===== src/rtl/sa_autosa_autosahls_shiftleftsu_pipe.sv =====
// Two-stage pipelined signed left shifter with saturation on a valid/ready stream.
// Optional saturation event counter on sat_cnt when AUTOSA_SHL_SAT_CNT_EN is defined.
module sa_autosa_autosahls_shiftleftsu_pipe #(
  parameter int unsigned IN_WIDTH    = 32,
  parameter int unsigned OUT_WIDTH   = 49,
  parameter int unsigned SHIFT_WIDTH = 6
) (
  input  logic                   autosa_core_clk,
  input  logic                   autosa_core_rst,
  input  logic                   in_pvld,
  output logic                   in_prdy,
  input  logic [IN_WIDTH-1:0]    in_data,
  input  logic [SHIFT_WIDTH-1:0] in_shift,
  output logic                   out_pvld,
  input  logic                   out_prdy,
  output logic [OUT_WIDTH-1:0]   out_data,
  output logic                   out_sat
`ifdef AUTOSA_SHL_SAT_CNT_EN
  ,
  output logic [31:0]            sat_cnt
`endif
);

  // Wide enough that no shift amount can push a set bit off the top.
  localparam int unsigned EXT_W = OUT_WIDTH + (1 << SHIFT_WIDTH);
  localparam int unsigned TOP_W = EXT_W - OUT_WIDTH + 1;
  localparam logic [OUT_WIDTH-1:0] SAT_MAX = {1'b0, {(OUT_WIDTH-1){1'b1}}};
  localparam logic [OUT_WIDTH-1:0] SAT_MIN = {1'b1, {(OUT_WIDTH-1){1'b0}}};

  logic                   s1_vld_q,   s1_vld_d;
  logic [IN_WIDTH-1:0]    s1_data_q,  s1_data_d;
  logic [SHIFT_WIDTH-1:0] s1_shift_q, s1_shift_d;
  logic                   s2_vld_q,   s2_vld_d;
  logic [OUT_WIDTH-1:0]   s2_data_q,  s2_data_d;
  logic                   s2_sat_q,   s2_sat_d;

  logic                   s1_adv_c;
  logic                   s2_adv_c;
  logic                   sign_c;
  logic [EXT_W-1:0]       ext_c;
  logic [EXT_W-1:0]       shl_c;
  logic                   sat_c;
  logic [OUT_WIDTH-1:0]   res_c;

  // A stage may load when empty or when its contents leave this cycle.
  always_comb begin
    s2_adv_c = !s2_vld_q || out_prdy;
    s1_adv_c = !s1_vld_q || s2_adv_c;
  end

  assign in_prdy = s1_adv_c;

  // Saturate when any bit discarded at or above the output sign position disagrees with the sign.
  always_comb begin
    sign_c = s1_data_q[IN_WIDTH-1];
    ext_c  = {{(EXT_W-IN_WIDTH){sign_c}}, s1_data_q};
    shl_c  = ext_c << s1_shift_q;
    sat_c  = (shl_c[EXT_W-1:OUT_WIDTH-1] != {TOP_W{sign_c}});
    res_c  = sat_c ? (sign_c ? SAT_MIN : SAT_MAX) : shl_c[OUT_WIDTH-1:0];
  end

  always_comb begin
    s1_vld_d   = s1_vld_q;
    s1_data_d  = s1_data_q;
    s1_shift_d = s1_shift_q;
    s2_vld_d   = s2_vld_q;
    s2_data_d  = s2_data_q;
    s2_sat_d   = s2_sat_q;
    if (s1_adv_c) begin
      s1_vld_d = in_pvld;
      if (in_pvld) begin
        s1_data_d  = in_data;
        s1_shift_d = in_shift;
      end
    end
    if (s2_adv_c) begin
      s2_vld_d = s1_vld_q;
      if (s1_vld_q) begin
        s2_data_d = res_c;
        s2_sat_d  = sat_c;
      end
    end
  end

  always_ff @(posedge autosa_core_clk) begin
    if (autosa_core_rst) begin
      s1_vld_q   <= 1'b0;
      s1_data_q  <= '0;
      s1_shift_q <= '0;
      s2_vld_q   <= 1'b0;
      s2_data_q  <= '0;
      s2_sat_q   <= 1'b0;
    end else begin
      s1_vld_q   <= s1_vld_d;
      s1_data_q  <= s1_data_d;
      s1_shift_q <= s1_shift_d;
      s2_vld_q   <= s2_vld_d;
      s2_data_q  <= s2_data_d;
      s2_sat_q   <= s2_sat_d;
    end
  end

  assign out_pvld = s2_vld_q;
  assign out_data = s2_data_q;
  assign out_sat  = s2_sat_q;

`ifdef AUTOSA_SHL_SAT_CNT_EN
  logic [31:0] sat_cnt_q, sat_cnt_d;

  // Count saturated beats as they are handed off; sticks at all-ones.
  always_comb begin
    sat_cnt_d = sat_cnt_q;
    if (s2_vld_q && out_prdy && s2_sat_q && !(&sat_cnt_q)) begin
      sat_cnt_d = sat_cnt_q + 32'd1;
    end
  end

  always_ff @(posedge autosa_core_clk) begin
    if (autosa_core_rst) begin
      sat_cnt_q <= '0;
    end else begin
      sat_cnt_q <= sat_cnt_d;
    end
  end

  assign sat_cnt = sat_cnt_q;
`endif

endmodule


===== config.mk =====
export PLATFORM = sky130hd
export DESIGN_NAME = sa_autosa_autosahls_shiftleftsu_pipe
export DESIGN_NICKNAME = d
export VERILOG_FILES = /design/src/rtl/sa_autosa_autosahls_shiftleftsu_pipe.sv
export SDC_FILE = /design/constraint.sdc
export NUM_CORES = 1
export LEC_CHECK = 0
export ABC_AREA = 1
export BUFFER_PORTS_ARGS = -buffer_cell sky130_fd_sc_hd__buf_4
export CORE_MARGIN = 8
export CORE_UTILIZATION = 63
export DETAILED_ROUTE_END_ITERATION = 12
export MAX_ROUTING_LAYER = met4
export PLACE_DENSITY_LB_ADDON = 0.05
export SKIP_LAST_GASP = 1
export SYNTH_ARGS = -nofsm -noshare
export SYNTH_HDL_FRONTEND = slang
export SYNTH_SLANG_ARGS = --single-unit

===== constraint.sdc =====
create_clock -name autosa_core_clk -period 4 [get_ports autosa_core_clk]
set_input_delay 0.8 -clock autosa_core_clk [delete_from_list [all_inputs] [get_ports autosa_core_clk]]
set_output_delay 0.8 -clock autosa_core_clk [all_outputs]
set_load 0.05 [all_outputs]

==> results of run 1 <==
[synth_stat cells, types with 2 or more instances]
cell / instances / area [µm²]
clkbuf_1: 33 / 124
a211oi_1: 10 / 75.1
dfxtp_1: 90 / 1800
nand2_1: 428 / 1610
clkinv_1: 2 / 7.51
o21ai_1: 5 / 25.0
nand2_2: 2 / 12.5
a21oi_2: 2 / 17.5
o21ai_2: 3 / 26.3
nor3_1: 4 / 20.0
buf_4: 6 / 45.0
nand4_1: 4 / 25.0
buf_1: 17 / 63.8
a21oi_1: 33 / 165
inv_2: 4 / 15.0
nand3_1: 298 / 1490
o21ai_0: 17 / 85.1
buf_2: 25 / 125
buf_6: 7 / 78.8
nor2_1: 154 / 578
inv_1: 79 / 297
[worst max path at each step]
stage | cells after the start | end | slack (ps)
after CTS | 20 | out_data[31] | 520
after detailed placement | 20 | out_data[5] | 570
after global routing | 20 | out_data[18] | 200
final | 18 | out_data[18] | 610
after global placement | 20 | out_data[47] | 660
after floorplan | 6 | s1_data_q[0] | 1590
[per-layer routing]
layer	GRT usage, %	vias to the layer above
li1	-	3998
met1	39.6	3513
met2	45.3	414
met3	4.97	62
met4	14.1	0
met5	-	-
[critical path, delay by kind of cell, from the launching register on]
family,cells,cell delay (ps)
AO/OA/AOI/OAI,2,510
buffers and inverters,3,860
flip-flops,1,340
AND/OR/NAND/NOR,13,1560
[cell families (layout without fill, tap and decap cells)]
family / count (synthesis) / count (layout) / share of synthesized area [%]
and+or+nand+nor: 895 / 895 / 55.9
buffers and inverters: 174 / 210 / 11.3
DFF: 90 / 90 / 26.7
AOI/OAI and AO/OA: 72 / 72 / 6.06
[area by class of cell]
cell class,count,area share [%]
multi-input cells,967,55.8
clock inverters,7,1.02
clock buffers,9,1.65
flip-flops and latches,90,24.1
repair buffers,108,10.8
well taps,136,2.27
inverters,86,4.34
[placed cells by master, fill, tap and decap left out, types with 2 or more instances in the layout]
cell type	n
a211oi_1	10
buf_4	108
o21ai_2	3
clkinv_2	2
nand3_1	298
nand2_1	428
a21oi_2	2
o21ai_0	17
inv_1	79
nand2_2	2
a21oi_1	33
nor2_1	154
o21ai_1	5
clkinv_1	2
clkbuf_8	9
nand4_1	4
inv_2	4
dfxtp_1	89
nor3_1	4
[flip-flops by register name, summed over array words and instances (netlist names)]
| name | cells |
|---|---|
| s1_shift_q | 6 |
| s1_data_q | 32 |
| out_pvld | 1 |
| s1_vld_q | 1 |
| out_sat | 1 |
| out_data | 49 |
[metrics by stage]
step                std cells  total power, mW
finish                   1403             2.72
global route             1403             2.89
CTS                      1403             2.70
detailed placement       1387             2.06
global placement         1387             2.05
floorplan                1231             1.80
[report_power, final]
group,internal [mW],switching [mW],leakage [nW],total [mW]
logic,0.309,0.744,3.05,1.05
registers,0.961,0.0479,0.744,1.01
clock network,0.294,0.360,0.102,0.654
==> results.ini, run 1 <==
[status]
status = complete, no violations

[setup_path]
r2r-end = out_data[18]
cpMostUsedCell = nand2_1
worstPathCellList = inv_2 -> nand3_1 -> nand3_1 -> nand2_1 -> o21ai_1 -> nand2_1 -> o21ai_1 -> nand2_1 -> nand3b_1 -> nand2_1 -> nand3_2 -> nand2_4 -> nand2_2 -> nand2_2 -> buf_4 -> nand3_1 -> nand2_1 -> inv_1
setup.worst_path.start = s1_shift_q[1]
timing.rr.start = s1_shift_q[1]
crit_fanout = 48
crit_type = reg -> reg
cpMaxStageDelayCell = inv_2
max_stage_delay_ps = 410
worstPathArrival_ps = 3680
ff2ff_setup_slack_ps = 610
cp-end-kind = register
required_ps = 4300
start_kind = register
rr_worst_depth = 18

[detailed_routing]
drc = 0
highest_layer = met4
route.layer.met1.wl_um = 9010
vias = 7987
dr_wl_met3_um = 1830
drtPass1Iterations = 6
drt_iter0_markers = 1079
ant_nets = 0
post_drt_wl_per_cell_um = 14.8
drt-total-wl_um = 20800
route.met2.wl_um = 9250
viasPerCell = 5.69

[clock_tree]
clock-root-buffer = clkbuf_8
cts_hold_buf = 0
post_cts_buffers = 0
cts_buffers = 9
clk_latency_ps = 390
cts.sinks = 90
cts_max_path_buffers = 2
htreeDepth = 3
path_clk_slew_ps = 100
cts_tree = done
cts_resized = 0

[timing]
finalSetupTns_ps = 0
hold_ws_ps = 480
max_freq_mhz = 295
layout_setup_ws_ps = 613
finalCritPeriodShare_pct = 84.7
period_needed_ps = 3390
fin_skew_ps = 12.1
rsz0062_at_grt = false
slew_viol_final = 0
worstMarginPinSlew_ps = 901
setup_viol = 0
max-slew-margin-rel_pct = 39.9
finalHoldViolations = 0

[pwr]
leakage_nw = 3.90
cellPowerDensity_nw_per_um2 = 362
peakVddDrop_mv = 0.322

[floorplanning]
die-area_um2 = 14300
rows = 37
die_w_um = 119
initial_utilization_pct = 65.1
chipHeight_um = 119
io_pins = 94
fp.coreArea_um2 = 10400

[hold_path]
min_to = out_data[48]
hold_path.class = reg -> reg
hp-start = out_data[48]
hold_depth = 2

[logic_synthesis]
synthCells = 1231
syn-cell-area_um2 = 6750
yosysUniqueCellTypes = 29
synth-seq-area-share_pct = 26.7
ys.flop_type = dfxtp_1
synth_edf_count = 0
yosys_warnings = 0
syn_nets = 1273
synth.avg_cell_area_um2 = 5.48
ys_async_sr_fraction_pct = 0
synth_seq_cells = 90

[global_route]
grt_pass1_vias = 7281
grt_pass1_wl_um = 35100
grt.total_usage_pct = 30.4
antenna_found_initial = 0
grt_max_degree = 91
gr-total-overflow = 0

[finish]
fin_util_pct = 72.3
areaGrowthSynthToFinish_pct = 11.1
regArea_um2 = 1800
drive_gt1_share_pct = 11.0
multi_input_comb_area_um2 = 4180
fin_area_um2 = 7490
final_nets = 1304
num-fill-cells = 950
num_antenna_cells = 0

[place]
placed_area_um2 = 7290
dp_hpwl_um = 15500
portBuffers = 93
pre_cts_slack_ps = 571
gp_congestion = 1.01

[flow_run]
drv_cap = 0

Note: power is estimated with default switching activity, not from simulation.
==> inputs of run 2 (changes only) <==
--- a/config.mk
+++ b/config.mk
@@ -8,7 +8,7 @@
 export ABC_AREA = 1
 export BUFFER_PORTS_ARGS = -buffer_cell sky130_fd_sc_hd__buf_4
 export CORE_MARGIN = 8
-export CORE_UTILIZATION = 63
+export CORE_UTILIZATION = 53
 export DETAILED_ROUTE_END_ITERATION = 12
 export MAX_ROUTING_LAYER = met4
 export PLACE_DENSITY_LB_ADDON = 0.05
==> constraint.sdc (replaced) <==
create_clock -name autosa_core_clk -period 3.1 [get_ports autosa_core_clk]
set_input_delay 0.62 -clock autosa_core_clk [delete_from_list [all_inputs] [get_ports autosa_core_clk]]
set_output_delay 0.62 -clock autosa_core_clk [all_outputs]
set_load 0.05 [all_outputs]
==> results.ini, run 2 (synthesized netlist as in run 1, its figures left out) <==
[setup_path]
timing.rr.start = s1_shift_q[1]
max_stage_delay_ps = 430
start_kind = register
r2r-end = out_data[38]
ff2ff_setup_slack_ps = 310
cpMostUsedCell = nand2_1
required_ps = 3350
rr_worst_depth = 18
cpMaxStageDelayCell = dfxtp_1
worstPathArrival_ps = 3040
cp-end-kind = register
crit_type = reg -> reg
crit_fanout = 24
worstPathCellList = buf_4 -> nand3_1 -> nand3_1 -> nand2_1 -> o21ai_1 -> nand2_1 -> o21ai_1 -> nand2_1 -> nand3b_1 -> nand2_1 -> nand3_2 -> nand2_4 -> nand2_2 -> nand2_2 -> clkbuf_16 -> nand3_1 -> nand2_1 -> inv_1

[hold_path]
hp-start = out_data[48]
hold_depth = 2
min_to = out_data[48]
hold_path.class = reg -> reg

[clock_tree]
cts_buffers = 9
post_cts_buffers = 0
htreeDepth = 3
cts_resized = 0
cts_tree = done
cts.sinks = 90
path_clk_slew_ps = 80
cts_max_path_buffers = 2
clk_latency_ps = 360
cts_hold_buf = 0
clock-root-buffer = clkbuf_16

[detailed_routing]
drtPass1Iterations = 6
vias = 7833
viasPerCell = 5.40
drt-total-wl_um = 21800
drt_iter0_markers = 1048
drc = 0
ant_nets = 0
post_drt_wl_per_cell_um = 15.0

[timing]
finalCritPeriodShare_pct = 89.9
finalHoldViolations = 0
setup_viol = 0
max_freq_mhz = 359
period_needed_ps = 2790
rsz0062_at_grt = false
slew_viol_final = 0
fin_skew_ps = 14.1
max-slew-margin-rel_pct = 39.3
hold_ws_ps = 482
finalSetupTns_ps = 0
worstMarginPinSlew_ps = 910

[global_route]
grt_max_degree = 91
grt.total_usage_pct = 27.2
gr-total-overflow = 0
grt_pass1_vias = 7088
antenna_found_initial = 0
grt_pass1_wl_um = 35200

[place]
portBuffers = 93
dp_hpwl_um = 16000
gp_congestion = 0.982

[floorplanning]
rows = 41
io_pins = 94
initial_utilization_pct = 53.9
fp.coreArea_um2 = 12500
die_w_um = 129
die-area_um2 = 16600
chipHeight_um = 129

[finish]
num_antenna_cells = 0
mostFrequentLayoutCell = nand2_1
num-fill-cells = 1293
final_nets = 1315
layout_common_cells = nand2_1 (428), nand3_1 (298), nor2_1 (154)
regArea_um2 = 1800
multi_input_comb_area_um2 = 4190
drive_gt1_share_pct = 11.8
fin_util_pct = 62.7
largest_register_ff_count = 49
areaGrowthSynthToFinish_pct = 16.4

[pwr]
leakage_nw = 4.05
peakVddDrop_mv = 0.496
cellPowerDensity_nw_per_um2 = 506

[status]
status = complete, no violations

[flow_run]
drv_cap = 0

run 2: cell count changes in the layout (fill, tap and decap cells not counted), sizes merged:
| cell | change |
|---|---|
| buf | +10 |
| bufinv | +1 |
| clkinv | -2 |
| clkbuf | +2 |
run 2: layer usage:
metal	part of all wire (%)	track usage, %	vias up
met1	46	36.3	3466
met4	2.4	8.98	0
li1	-	-	4021
met5	0	-	-
met2	44	40.5	311
met3	7.1	5.17	35
run 2: cell type report:
type                    instances  share of cell area, %
clock buffers                  10                   3.04
clock inverters                 6                   1.23
inverters                      86                   4.21
multi-input cells             967                   53.3
flip-flops and latches         90                   23.0
well taps                     172                   2.74
repair buffers                119                   12.5
run 2: through the flow:
| stage | instance area (µm²) | cells | power (mW) | worst slack (ps) |
|---|---|---|---|---|
| floorplan | 6750 | 1231 | 2.32 | 765 |
| global placement | 7470 | 1433 | 2.70 | 277 |
| detailed placement | 7470 | 1433 | 2.70 | 339 |
| CTS | 7810 | 1449 | 3.95 | 304 |
| global route | 7850 | 1450 | 4.18 | 33.4 |
| finish | 7850 | 1450 | 3.98 | 313 |
run 2: power by group:
group          switching [mW]  leakage (nW)  internal (mW)
Combinational           0.981          3.14          0.436
Sequential             0.0548         0.744           1.24
Clock                   0.523         0.161          0.739
run 2: worst max path at each step:
stage	start	endpoint	slack (ps)
6_report	s1_shift_q[1]	out_data[38]	310
3_5_place_dp	s1_shift_q[0]	out_data[12]	340
5_1_grt	s1_shift_q[1]	out_data[38]	30
3_3_place_gp	s1_shift_q[0]	out_data[21]	280
2_1_floorplan	out_pvld	s1_data_q[0]	760
4_1_cts	s1_shift_q[0]	out_data[21]	300
run 2: critical path: cells and delay by family (launching register included):
family	cells	cell delay [ps]
flip-flops	1	430
AND/OR/NAND/NOR	13	1400
AO/OA/AOI/OAI	2	350
buffers and inverters	3	500
